## config.mk

```make
export PLATFORM = sky130hd
export DESIGN_NAME = sid_bus_sequencer
export DESIGN_NICKNAME = d
export VERILOG_FILES = /design/src/rtl/sid_pkg.sv /design/src/rtl/sid_cmd_fifo.sv /design/src/rtl/sid_bus_sequencer.sv
export SDC_FILE = /design/constraint.sdc
export NUM_CORES = 1
export LEC_CHECK = 0
export CELL_PAD_IN_SITES_DETAIL_PLACEMENT = 0
export CELL_PAD_IN_SITES_GLOBAL_PLACEMENT = 1
export CORE_UTILIZATION = 40
export CTS_BUF_LIST = sky130_fd_sc_hd__clkbuf_4 sky130_fd_sc_hd__clkbuf_8 sky130_fd_sc_hd__clkbuf_16
export DETAILED_ROUTE_END_ITERATION = 6
export GPL_TIMING_DRIVEN = 0
export MAX_ROUTING_LAYER = met4
export PLACE_DENSITY = 0.71
export SLEW_MARGIN = 5
export SYNTH_ARGS = -nofsm -noshare
export SYNTH_HDL_FRONTEND = slang
export SYNTH_SLANG_ARGS = --single-unit
```

## constraint.sdc

```tcl
create_clock -name clk -period 3.1 [get_ports clk]
set_input_delay 0.465 -clock clk [delete_from_list [all_inputs] [get_ports clk]]
set_output_delay 0.465 -clock clk [all_outputs]
set_load 0.01 [all_outputs]
```

## src/rtl/sid_pkg.sv

```systemverilog
// sid_pkg: shared opcode, FSM state and command encodings for the SID bus sequencer
package sid_pkg;
   localparam logic [1:0] OP_WRITE = 2'b00;
   localparam logic [1:0] OP_READ  = 2'b01;
   localparam logic [1:0] OP_WAIT  = 2'b10;
   localparam logic [1:0] OP_RSVD  = 2'b11;
   localparam logic [2:0] S_IDLE  = 3'd0;
   localparam logic [2:0] S_WRITE = 3'd1;
   localparam logic [2:0] S_READ  = 3'd2;
   localparam logic [2:0] S_RCAP  = 3'd3;
   localparam logic [2:0] S_RESP  = 3'd4;
   localparam logic [2:0] S_WAIT  = 3'd5;
   typedef struct packed {
      logic [1:0] op;
      logic [5:0] addr;
      logic [7:0] data;
   } cmd_t;
endpackage

```

## src/rtl/sid_cmd_fifo.sv

```systemverilog
// sid_cmd_fifo: show-ahead command FIFO with occupancy count, power-of-two depth
module sid_cmd_fifo #(
   parameter int W = 16,
   parameter int D = 4
) (
   input  logic                 clk,
   input  logic                 rst_n,
   input  logic                 push,
   input  logic                 pop,
   input  logic [W-1:0]         din,
   output logic [W-1:0]         dout,
   output logic [$clog2(D):0]   count
);
   localparam int AW = $clog2(D);
   logic [W-1:0] r_mem [D];
   logic [AW-1:0] r_wr, r_rd;
   logic [AW:0] r_cnt;
   logic w_push, w_pop;
   assign w_push = push && r_cnt != (AW+1)'(D);
   assign w_pop  = pop && r_cnt != '0;
   assign dout   = r_mem[r_rd];
   assign count  = r_cnt;
   // storage needs no reset: the count decides which entries are live
   always_ff @(posedge clk) begin
      if (w_push) r_mem[r_wr] <= din;
   end
   // pointers wrap naturally at the power-of-two depth; push+pop keeps the count
   always_ff @(posedge clk) begin
      if (!rst_n) begin
         r_wr  <= '0;
         r_rd  <= '0;
         r_cnt <= '0;
      end else begin
         if (w_push) r_wr <= r_wr + AW'(1);
         if (w_pop) r_rd <= r_rd + AW'(1);
         r_cnt <= r_cnt + (AW+1)'(w_push) - (AW+1)'(w_pop);
      end
   end
endmodule

```

## src/rtl/sid_bus_sequencer.sv

```systemverilog
// sid_bus_sequencer: queues host commands and plays them onto the SID register bus
module sid_bus_sequencer #(
   parameter int FIFO_DEPTH = 4,
   parameter int TICK_DIV   = 16
) (
   input  logic       clk,
   input  logic       rst_n,
   input  logic       cmd_valid,
   output logic       cmd_ready,
   input  logic [1:0] cmd_op,
   input  logic [5:0] cmd_addr,
   input  logic [7:0] cmd_data,
   output logic       rsp_valid,
   output logic [7:0] rsp_data,
   input  logic       rsp_ready,
   output logic [5:0] sid_addr,
   output logic [7:0] sid_wdata,
   input  logic [7:0] sid_rdata,
   output logic       sid_cyc,
   output logic       sid_we,
   output logic       busy,
   output logic       bad_op
);
   import sid_pkg::*;
   localparam int AW = $clog2(FIFO_DEPTH);
   localparam int CW = $clog2(255 * TICK_DIV + 1);
   logic [AW:0] w_count;
   logic w_full, w_empty, w_push, w_pop;
   cmd_t w_cmd;
   logic [CW-1:0] w_wait_load, r_cnt;
   logic [2:0] r_state;
   logic [5:0] r_addr;
   logic [7:0] r_wdata, r_rdata;
   logic r_bad;
   assign w_full      = w_count == (AW+1)'(FIFO_DEPTH);
   assign w_empty     = w_count == '0;
   assign w_push      = cmd_valid && !w_full;
   assign w_pop       = r_state == S_IDLE && !w_empty;
   assign w_wait_load = CW'(w_cmd.data) * CW'(TICK_DIV) - CW'(1);
   sid_cmd_fifo #(.W($bits(cmd_t)), .D(FIFO_DEPTH)) u_fifo (
      .clk   (clk),
      .rst_n (rst_n),
      .push  (w_push),
      .pop   (w_pop),
      .din   ({cmd_op, cmd_addr, cmd_data}),
      .dout  (w_cmd),
      .count (w_count)
   );
   assign cmd_ready = !w_full;
   assign sid_cyc   = r_state == S_WRITE || r_state == S_READ;
   assign sid_we    = r_state == S_WRITE;
   assign sid_addr  = r_addr;
   assign sid_wdata = r_wdata;
   assign rsp_valid = r_state == S_RESP;
   assign rsp_data  = r_rdata;
   assign busy      = !w_empty || r_state != S_IDLE;
   assign bad_op    = r_bad;
   // sequencer: dispatch from IDLE, one-cycle bus strobes, read capture, response hold, tick wait
   always_ff @(posedge clk) begin
      if (!rst_n) begin
         r_state <= S_IDLE;
         r_cnt   <= '0;
         r_addr  <= '0;
         r_wdata <= '0;
         r_rdata <= '0;
         r_bad   <= 1'b0;
      end else begin
         case (r_state)
            S_IDLE: if (!w_empty) begin
               case (w_cmd.op)
                  OP_WRITE: begin
                     r_addr  <= w_cmd.addr;
                     r_wdata <= w_cmd.data;
                     r_state <= S_WRITE;
                  end
                  OP_READ: begin
                     r_addr  <= w_cmd.addr;
                     r_state <= S_READ;
                  end
                  OP_WAIT: if (w_cmd.data != '0) begin
                     r_cnt   <= w_wait_load;
                     r_state <= S_WAIT;
                  end
                  default: r_bad <= 1'b1;
               endcase
            end
            S_WRITE: r_state <= S_IDLE;
            S_READ:  r_state <= S_RCAP;
            S_RCAP: begin
               r_rdata <= sid_rdata;
               r_state <= S_RESP;
            end
            S_RESP: if (rsp_ready) r_state <= S_IDLE;
            S_WAIT: if (r_cnt == '0) r_state <= S_IDLE; else r_cnt <= r_cnt - CW'(1);
            default: r_state <= S_IDLE;
         endcase
      end
   end
endmodule

```

Word level (Yosys, flattened, before mapping). Memories as Yosys holds them, arrays and structs flattened. A register that Yosys moved wholly into a read port is not among the register bits. Cells that the tools add are included.

Mux-type cells: 15. $add $sub $neg: 6. Bitwise logic cells: 2. Eq/ne operators: 17. Reductions and logical operators: 23.

Operators with widths (number): $mux 12 (4); $pmux 12 s2 (1); $sub 12x1->12 const B (2); $pmux 3 s5 (1); $logic_not 12->1 (1); $mux 3 (4); $reduce_and 5->1 (2); $eq 3x3->1 const B (3); $pmux 3 s3 (1); $reduce_and 3->1 (3); $reduce_bool 8->1 (1); $eq 3x2->1 const B (2); $logic_not 3->1 (2); $ne 2x1->1 const B (3); $ne 2x2->1 const B (3); $ne 3x3->1 const B (2); $reduce_bool 3->1 (2); $add 2x1->2 const B (2); $logic_and 1x1->1 (4); $mux 2 (2); $ne 4x1->1 const B (1); $add 3x1->3 (1); $eq 3x1->1 const B (1); $reduce_or 3->1 (1); other kinds (10) (14).

Input port bits: 28. Output and inout port bits: 28. Memories kept: 1. RAM bits: 64. Word-level logic and storage cells: 73. Bits in registers: 45.

Memory list: u_fifo.r_mem (words 4, bits a word 16, read ports 1, clocked after Yosys merged registers in 1, wr ports 1, line sid_cmd_fifo.sv:15) `logic [W-1:0] r_mem [D];`.

Logic depth before layout (Yosys ltp).
Depth after elaboration: 6. Depth in mapped cells: 11. Gate-level depth less buffers: 9.

By module. A second synthesis with hierarchy kept.

Cell total of the unflattened synthesis: 364. Area, all modules: 4842.1 sq um.

Modules (own cells, without submodules): sid_cmd_fifo (area each 2816.5 sq um, times used 1, cells an instance 130, seq. area each 2102.0 sq um); sid_bus_sequencer (area each 2025.7 sq um, times used 1, cells an instance 234, seq. area each 760.7 sq um).

Least setup slack after synthesis. Ideal clock, no wire load.

Path type: reg-to-reg. From: reg u_fifo.r_cnt[1], in the netlist u_fifo.count[1]. To: reg u_fifo.r_cnt[2], in the netlist u_fifo.count[2]. Clock period less this slack: 2420 ps. Cell stages (with the launch flop): 10. Library setup time: 128 ps. Arrival: 2292 ps. Required time: 2972 ps. Buffers on the path: 0. Slack: 680 ps. Cell sequence: dfxtp_1 > nor3_1 > nor2_1 > ha_1 > inv_1 > ha_1 > fa_1 > xnor2_1 > xnor2_1 > nor2_1.

Elaborated cells on any way between the ends: 12. Those cells by class: add/sub: 2; eq/ne: 2; reduce/logical: 8.

RTL lines: from (decl) (line sid_cmd_fifo.sv:17) `logic [AW:0] r_cnt;`; from (signal assigned) (line sid_cmd_fifo.sv:36) `r_cnt <= r_cnt + (AW+1)'(w_push) - (AW+1)'(w_pop);`; $logic_not 3->1 (line sid_bus_sequencer.sv:36) `assign w_empty = w_count == '0;`; $logic_not 1->1; $logic_and 1x1->1 (line sid_bus_sequencer.sv:38) `assign w_pop = r_state == S_IDLE && !w_empty;`; $logic_and 1x1->1 * (line sid_cmd_fifo.sv:20) `assign w_pop = pop && r_cnt != '0;`; via u_fifo.w_pop (line sid_cmd_fifo.sv:18) `logic w_push, w_pop;`; $sub 3x1->3 * (line sid_cmd_fifo.sv:36).

The timed path passes the listed nets; every way through them passes the cells marked *. A chain may end at the register's enable or synchronous reset.

==> impl_metrics.tcl <==
set metrics [dict create \
    cap_violations 0 \
    layout_common_cells "edfxtp_1 (64), clkdlybuf4s50_1 (55), nor2_1 (54)" \
    hold_path_class "register to register" \
    htreeDepth 3 \
    path_cells "buf_6 -> buf_4 -> mux4_2 -> inv_1 -> ha_1 -> nor3b_1 -> nor3b_1 -> xor2_1 -> a21oi_1 -> o22ai_1" \
    fmax_ghz 0.355 \
    final_common_cell "edfxtp_1" \
    slowest_delay_ps 590 \
    p_leak_nw 2.06 \
    synth_nets 401 \
    cp_top_family "multiplexers" \
    setup_viol 0 \
    tightest_slew_ps 883 \
    synth.avg_cell_area_sq_um 13.1 \
    fin_crit_ps 2820 \
    vdd_drop_max_mv 0.433 \
    finalMaxSlewViolations 0 \
    first_pass_iters 6 \
    max-slew-margin-rel 0.411 \
    vias 2975 \
    worstPathArrival_ps 3090 \
    ys_async_sr_fraction 0 \
    synthesis.area_sq_mm 0.00474 \
    worstHoldStart "r_cnt[6]" \
    power.density_mw_per_mm2 876 \
    insertion_delay_ps 350 \
    synth_edf_count 64 \
    wl_per_cell_um 16.5 \
    cts.sinks 111 \
    cts-root-buf "clkbuf_16" \
    crit_required_ps 3370 \
    netlist_top_cells_area "edfxtp_1 (41%), dfxtp_1 (20%), mux4_2 (7.6%)" \
    nets 467 \
    cts_tree "built" \
    criticalPathCategory "register to register" \
    grt_max_degree 21 \
    synth_top_area_frac 0.406 \
    seq_area_sq_mm 0.00286 \
    die_y_um 111 \
    setup_tns_ps 0 \
    cts_resized 0 \
    antenna_left 0 \
    drive_gt1_frac 0.104 \
    yosysTopAreaCell "edfxtp_1" \
    cp_max_fo 10 \
    cp_slowest_cell "mux4_2" \
    stdcell_area_sq_mm 0.00575 \
    fin_crit_sh 0.908 \
    fp-row-count 39 \
    grt_usage 0.169 \
    drt_wl_total_mm 9.53 \
    numCtsBuffers 9 \
    start_util 0.413 \
    synth_cell_types 52 \
    cts_max_path_buffers 2 \
    diodes 0 \
    pin_count 56 \
    place_area_sq_mm 0.00547 \
    dp_hpwl_mm 6.64 \
    crit_path_end_kind "register" \
    core_area_sq_mm 0.0115 \
    finalHoldViolCount 0 \
    grt_pass1_vias 3044 \
    rsz0062_at_grt "false" \
    dieArea_sq_mm 0.0123 \
    grt_overflow_total 0 \
    yosysWarningCount 0 \
    drt_iter0_markers 120 \
    yosysSeqAreaShare 0.604 \
    start_kind "register" \
    antenna_found_initial 0 \
    ys.flop_type "edfxtp_1" \
    multiInputGateArea_sq_mm 0.00172 \
    place.gp.congestion 0.800 \
    critPathBufInv 3 \
    ys_ff_latch 111 \
    cts_hold_buf 0 \
    clkTransAtPathRegs_ps 70 \
    syn_to_final_growth_pct 21.5 \
    portBuffers 55 \
    path_common_cell "nor3b_1" \
    die_w_um 111 \
    skew_ps 10.6 \
    outcome "completed" \
    drc 0 \
    synthCells 362 \
    post_cts_buffers 0 \
    grt_first_pass_wirelength_mm 15.5 \
    vias_per_cell 5.16 \
    final.fill_count 1010 \
]
## per-layer routing
layer	track usage	vias to the layer above	wire, um
li1	-	1450	-
met1	0.208	1463	4340
met2	0.275	50	4710
met5	-	-	0
met3	0.0399	12	347
met4	0.0569	0	123
## registers in the layout, indices dropped and copies added (netlist names), named ones only
register and count:
bad_op 1, u_fifo.count 3, r_cnt 12, sid_wdata 8, rsp_data 8, u_fifo.r_mem 64
sid_addr 6, u_fifo.r_wr 2, r_state 3, u_fifo.r_rd 2
## cell type report
type,instances,share of cell area
sequential,111,0.498
inverter,14,0.00913
timing repair buffer,55,0.0957
tap,143,0.0311
buffer,19,0.0174
clock inverter,7,0.0109
clock buffer,9,0.0391
multi-input combinational,218,0.299
## cell usage after synthesis (all sizes together), types with 3 or more instances
cell / count
a21oi: 9
a31oi: 7
and2: 5
and3: 5
buf: 6
clkbuf: 13
dfxtp: 47
edfxtp: 64
ha: 10
inv: 14
mux2i: 24
mux4: 16
nand2: 17
nand3: 3
nor2: 54
nor2b: 3
nor3: 7
nor3b: 4
nor4: 6
o21a: 3
o21ai: 5
xnor2: 8
xor2: 4
## where the power goes
group,switching (W),total (W),leakage (nW),internal (W)
logic,0.00105,0.00195,0.948,0.000902
registers,0.000141,0.00197,0.970,0.00183
clock network,0.000560,0.00112,0.143,0.000563
total,0.00175,0.00504,2.06,0.00329
## tightest hold or removal path: cells and delay by family (launching register included)
family	cells	cell delay, ps
and+or+nand+nor	1	60
AOI/OAI and AO/OA	1	50
DFF	1	330
## cells by family (layout without fill, tap and decap cells)
kind of cell,after synthesis,in the layout,share of synthesized area
mux,41,41,0.129
flops,111,111,0.604
fa+ha+maj,11,11,0.0306
simple gates,112,112,0.119
buf+inv,33,104,0.0322
xor+xnor,12,12,0.0222
compound gates,42,42,0.0626
## path summary, 6_finish.rpt
kind | end | slack (ps) | cells after the start
setup / recovery | r_cnt[10] | 280 | 10
hold / removal | r_cnt[6] | 490 | 2
setup reg to reg | r_cnt[10] | 280 | 10
hold reg to reg | r_cnt[6] | 490 | 2
## through the flow
stage               setup slack [ps]  std cells  hold slack (ps)  utilization  total power (W)
floorplan                        680        362              446            -          0.00337
global placement                 320        560              464        0.477          0.00394
detailed placement               289        560              477        0.477          0.00396
CTS                              250        576              488        0.502          0.00509
global route                    74.3        576              510        0.502          0.00536
finish                           284        576              486        0.502          0.00504
Power figures use the tool's default switching activity.
